**config.mk**
```make
export PLATFORM = sky130hd
export DESIGN_NAME = rf_bypass_mp
export DESIGN_NICKNAME = d
export VERILOG_FILES = /design/src/rtl/rf_pkg.sv /design/src/rtl/rf_bypass_sel.sv /design/src/rtl/rf_bypass_mp.sv
export SDC_FILE = /design/constraint.sdc
export NUM_CORES = 1
export LEC_CHECK = 0
export ABC_CLOCK_PERIOD_IN_PS = 2700
export CAP_MARGIN = 20
export CORE_ASPECT_RATIO = 0.75
export CORE_UTILIZATION = 43
export CTS_BUF_LIST = sky130_fd_sc_hd__clkbuf_8
export CTS_CLUSTER_SIZE = 12
export DETAILED_ROUTE_END_ITERATION = 16
export HOLD_SLACK_MARGIN = 0.08
export PLACE_DENSITY = 0.69
export SYNTH_ARGS = -nofsm -noshare
export SYNTH_HDL_FRONTEND = slang
export SYNTH_SLANG_ARGS = --single-unit
export TNS_END_PERCENT = 50
```
**constraint.sdc**
```tcl
create_clock -name clk -period 2.7 [get_ports clk]
set_input_delay 0.54 -clock clk [delete_from_list [all_inputs] [get_ports clk]]
set_output_delay 0.54 -clock clk [all_outputs]
set_load 0.005 [all_outputs]
```
**src/rtl/rf_pkg.sv**
```systemverilog
// Shared constants and helpers for the bypassed multi-port register file.
package rf_pkg;

  localparam int RF_WIDTH = 16;
  localparam int RF_DEPTH = 8;
  localparam int RF_AW    = 3;

  localparam int READ_LAT_COMB = 0;
  localparam int READ_LAT_REG  = 1;

  // Smallest index width that can address every register (at least 1 bit).
  function automatic int rf_calc_aw(input int depth);
    int aw;
    aw = 1;
    while ((1 << aw) < depth) aw++;
    return aw;
  endfunction

endpackage

```
**src/rtl/rf_bypass_sel.sv**
```systemverilog
// Per-read-port bypass mux: forwards the winning same-cycle write, else the stored value.
module rf_bypass_sel
  import rf_pkg::*;
#(
  parameter int WIDTH   = RF_WIDTH,
  parameter int DEPTH   = RF_DEPTH,
  parameter int AW      = RF_AW,
  parameter int NWR     = 2,
  parameter int ZERO_R0 = 0
) (
  input  logic [AW-1:0]        rd_sel_i,
  input  logic [WIDTH-1:0]     stored_i,
  input  logic [NWR-1:0]       wr_en_i,
  input  logic [NWR*AW-1:0]    wr_sel_i,
  input  logic [NWR*WIDTH-1:0] wr_data_i,
  output logic [WIDTH-1:0]     rd_data_o
);

  localparam logic [AW:0] DEPTH_W = (AW+1)'(DEPTH);

  logic [AW-1:0] wsel;

  // Ascending scan: a later (higher-numbered) matching port overrides earlier ones.
  always_comb begin
    rd_data_o = stored_i;
    wsel      = '0;
    for (int w = 0; w < NWR; w++) begin
      wsel = wr_sel_i[w*AW +: AW];
      if (wr_en_i[w] && ({1'b0, wsel} < DEPTH_W) &&
          !((ZERO_R0 != 0) && (wsel == '0)) && (wsel == rd_sel_i))
        rd_data_o = wr_data_i[w*WIDTH +: WIDTH];
    end
    if (({1'b0, rd_sel_i} >= DEPTH_W) || ((ZERO_R0 != 0) && (rd_sel_i == '0)))
      rd_data_o = '0;
  end

endmodule

```
**src/rtl/rf_bypass_mp.sv**
```systemverilog
// Parametrised multi-port register file with write-to-read bypass, optional
// registered read, hardwired-zero r0 and a one-cycle error pulse.
module rf_bypass_mp
  import rf_pkg::*;
#(
  parameter int WIDTH    = RF_WIDTH,
  parameter int DEPTH    = RF_DEPTH,
  parameter int AW       = RF_AW,
  parameter int NRD      = 2,
  parameter int NWR      = 2,
  parameter int READ_LAT = READ_LAT_COMB,
  parameter int ZERO_R0  = 0
) (
  input  logic                 clk,
  input  logic                 rst,
  input  logic [NRD*AW-1:0]    rd_sel,
  output logic [NRD*WIDTH-1:0] rd_data,
  input  logic [NWR-1:0]       wr_en,
  input  logic [NWR*AW-1:0]    wr_sel,
  input  logic [NWR*WIDTH-1:0] wr_data,
  output logic                 err
);

  localparam logic [AW:0] DEPTH_W = (AW+1)'(DEPTH);

  if (AW < rf_calc_aw(DEPTH)) begin : g_bad_aw
    $error("rf_bypass_mp: AW too small for DEPTH");
  end

  logic [WIDTH-1:0]     mem_q [DEPTH];
  logic [WIDTH-1:0]     mem_d [DEPTH];
  logic [NWR-1:0]       wr_ok;
  logic [NRD*WIDTH-1:0] byp;
  logic                 err_d, err_q;

  always_comb begin
    for (int w = 0; w < NWR; w++) begin
      wr_ok[w] = wr_en[w] && ({1'b0, wr_sel[w*AW +: AW]} < DEPTH_W) &&
                 !((ZERO_R0 != 0) && (wr_sel[w*AW +: AW] == '0));
    end
  end

  // Later ports are applied last, so the highest-numbered port wins a collision.
  always_comb begin
    mem_d = mem_q;
    for (int w = 0; w < NWR; w++) begin
      for (int r = 0; r < DEPTH; r++) begin
        if (wr_ok[w] && (wr_sel[w*AW +: AW] == AW'(r)))
          mem_d[r] = wr_data[w*WIDTH +: WIDTH];
      end
    end
  end

  always_ff @(posedge clk or negedge rst) begin
    if (!rst) mem_q <= '{default: '0};
    else      mem_q <= mem_d;
  end

  always_comb begin
    err_d = 1'b0;
    for (int a = 0; a < NWR; a++) begin
      if (wr_en[a] && ({1'b0, wr_sel[a*AW +: AW]} >= DEPTH_W)) err_d = 1'b1;
      for (int b = a + 1; b < NWR; b++) begin
        if (wr_en[a] && wr_en[b] && (wr_sel[a*AW +: AW] == wr_sel[b*AW +: AW]) &&
            ({1'b0, wr_sel[a*AW +: AW]} < DEPTH_W))
          err_d = 1'b1;
      end
    end
    for (int i = 0; i < NRD; i++) begin
      if ({1'b0, rd_sel[i*AW +: AW]} >= DEPTH_W) err_d = 1'b1;
    end
  end

  always_ff @(posedge clk or negedge rst) begin
    if (!rst) err_q <= 1'b0;
    else      err_q <= err_d;
  end

  assign err = err_q;

  for (genvar i = 0; i < NRD; i++) begin : g_rd
    logic [AW-1:0]    sel;
    logic [WIDTH-1:0] stored;

    assign sel    = rd_sel[i*AW +: AW];
    assign stored = ({1'b0, sel} < DEPTH_W) ? mem_q[sel] : '0;

    rf_bypass_sel #(
      .WIDTH   (WIDTH),
      .DEPTH   (DEPTH),
      .AW      (AW),
      .NWR     (NWR),
      .ZERO_R0 (ZERO_R0)
    ) u_sel (
      .rd_sel_i  (sel),
      .stored_i  (stored),
      .wr_en_i   (wr_en),
      .wr_sel_i  (wr_sel),
      .wr_data_i (wr_data),
      .rd_data_o (byp[i*WIDTH +: WIDTH])
    );
  end

  // Registering the bypassed value gives post-write contents one cycle later.
  if (READ_LAT == READ_LAT_REG) begin : g_lat1
    logic [NRD*WIDTH-1:0] rd_q;
    always_ff @(posedge clk or negedge rst) begin
      if (!rst) rd_q <= '0;
      else      rd_q <= byp;
    end
    assign rd_data = rd_q;
  end else begin : g_lat0
    assign rd_data = byp;
  end

endmodule

```
==> run metrics <==
R2R depth 4; delay-heaviest family, CP buffers and inverters; first-pass GRT wire length 44300 um; Int Pwr 4.68 mW; CP endpoint rd_data[13]; CTS Buf Count 17; Async SR Flop Fraction 100%; Fillers 1739; max_slew headroom 57.3%; antenna-violating nets left 0; Comb pwr share 34.3%; overall routing resource usage 27.7%; Clock Root Buffer clkbuf_8; Synth Register Bits around 130; Power Dens Cells 586 nW/um2; Worst Tran Pin Value approximately 640 ps; Tcrit/Tclk final 99.3%; Critical Path Source rd_sel[2]; Die H 128 um; initial drt markers roughly 740; Fin. Hold Viols 0; fin cells 1279; ANT cells 0; status finished clean; Synth Instances 853; layout cell share with drive strength beyond 1 30.3%; Post-synth top flop dfrtp_1; Design Area, Final 11700 um2; Worst R2R Setup Slack 1740 ps; RSZ-0062 raised after global routing true; DRT Pass-1 Iters 5; Reg clk slew, reported paths 90 ps; max-cap viol count 0; worst hold-check path type in -> async; WL final 29200 um; Place WS -568 ps; Cell Area, Placed 10800 um2; largest net degree at the start of global routing 52; I/O pin cnt 81; clk_lat worst skew 460 ps; Sw Pwr 2.19 mW; synth warn 0; critical path depth 9; synth cell count leaders 160 x mux2i_1, 129 x dfrtp_1, 98 x nand2_1; switch share 31.9%; crit path capture type primary output; Post-Syn Area 9140 um2; Crit path required time 2160 ps; CORE AREA 20600 um2; Max IR drop VDD 0.000303 V; register area share after synthesis 35.3%; Clock Skews 0 ps; r2r startpoint mem_q[34]; Pleak between 5 and 6 nW; Synth Area per Inst 10.7 um2; hold slack around 80 ps; most frequent CP cell buf_12; number of global-route vias before repair 7417; Yosys cell types 29; Vias/cell 5.93; Cell Count Post-Placement 1204; CP cell instances clkdlybuf4s15_2 -> buf_12 -> buf_12 -> buf_6 -> mux4_2 -> mux2_2 -> mux2i_1 -> o21ai_1 -> dlygate4sd2_1; CP Buf/Inv Count 5; hpwl dp ~17000 um; Flop pwr share 39.4%; Crit Reg-Reg Endpoint mem_q[34]; DR DRC count 0; leading area contributor after synthesis dfrtp_1; Finished Core Util 57.1%; post-synth net total 901; Worst Path Max Fanout 5; final setup vio count 0; CP peak stage delay 270 ps; Site Rows 45; total die area around 22000 um2; clock power share 26.3%; worst setup path class in -> out; Placer Congestion 0.806; IO buf count 80; Tmin final 2680 ps; GRT overflow 0; Layout area overhead 28.3%; setup TNS 0 ps; total power between 6 and 7 mW; Final Max Tran Viols 0; ranking of synthesized cells by area dfrtp_1 35%, mux2i_1 18%, mux4_1 16%; Nets 1032; Crit-path slowest cell mux4_2; CTS sink cnt 129; maximum clock path buffer count 2; most frequent cell after synthesis mux2i_1; Worst setup SP type input port; CTS tree built; H-Tree Depth 4; via count 7585; Post-synth EDFFs 0; Max Fclk ~0.37 GHz; Synth top area share between 30% and 40%; Arr. time, crit path 2140 ps; Avg WL per Cell 22.8 um; Final WS setup 20.0 ps; Initial Util 44.5%; initial antenna violation count 0; Die X about 170 um
## worst reg2reg max path, cell delays in order (launching register included)
cell     delay (ps)
dfrtp_1         390
buf_6           120
buf_4           120
mux2i_1         120
a21oi_1          80
## power groups by stage
stage	clock network (mW)	registers [mW]	logic (mW)
floorplan	0	2.58	1.38
global placement	0	2.67	2.09
detailed placement	0	2.70	2.15
CTS	1.82	2.68	2.27
global route	1.91	2.75	2.55
finish	1.81	2.70	2.36
## layer usage
layer	vias to the layer above	wire (um)	share of wire (%)	GRT usage [%]
met3	54	2900	9.9	6.42
li1	3352	-	-	-
met2	409	13500	46	43.7
met1	3770	12200	42	38.0
met4	0	607	2.1	8.59
met5	-	0	0	0
## area by class of cell
type | instances | area, um2 | share of cell area (%)
clock inverters | 15 | 185 | 1.58
well taps | 282 | 353 | 3.01
clock buffers | 17 | 234 | 2.00
multi-input cells | 617 | 5420 | 46.2
flip-flops and latches | 129 | 3230 | 27.5
repair buffers | 219 | 2310 | 19.7
## what timing repair did
action	CTS	global route
endpoints found under the setup margin	32	31
cloned	6	0
hold endpoints to repair	0	0
hold buffers	0	0
pin swaps	12	11
resized for setup	156	60
buffers inserted	26	11
## how the worst min path moves through the flow
stage                      end  slack [ps]  cells after the start
detailed placement   mem_q[63]         560                      2
global route         mem_q[31]         100                      1
global placement    mem_q[123]         550                      2
finish               mem_q[79]          80                      1
floorplan                  err         240                      0
CTS                  mem_q[95]          90                      1
## placed cells by master, fill, tap and decap left out, drive strengths merged, types with 6 or more instances in the layout
master,n
mux2i,160
buf,146
dfrtp,129
nand2,98
o21ai,96
nor2,64
a21oi,64
mux4,64
clkdlybuf4s50,34
mux2,32
clkbuf,31
dlygate4sd2,13
xnor2,13
clkdlybuf4s15,10
nand4b,6
## registers in the layout, summed over array words and instances (netlist names)
signal,cells
mem_q,128
err,1
## cells by family (layout without fill, tap and decap cells)
group           after synthesis  count (layout)  share of synthesized area [%]
xor+xnor                     15              15                           1.44
simple gates                186             186                           8.95
buf+inv                     107             251                           6.08
flops                       129             129                           35.3
compound gates              160             160                           8.76
mux                         256             256                           39.5
Note: power is estimated with default switching activity, not from simulation.
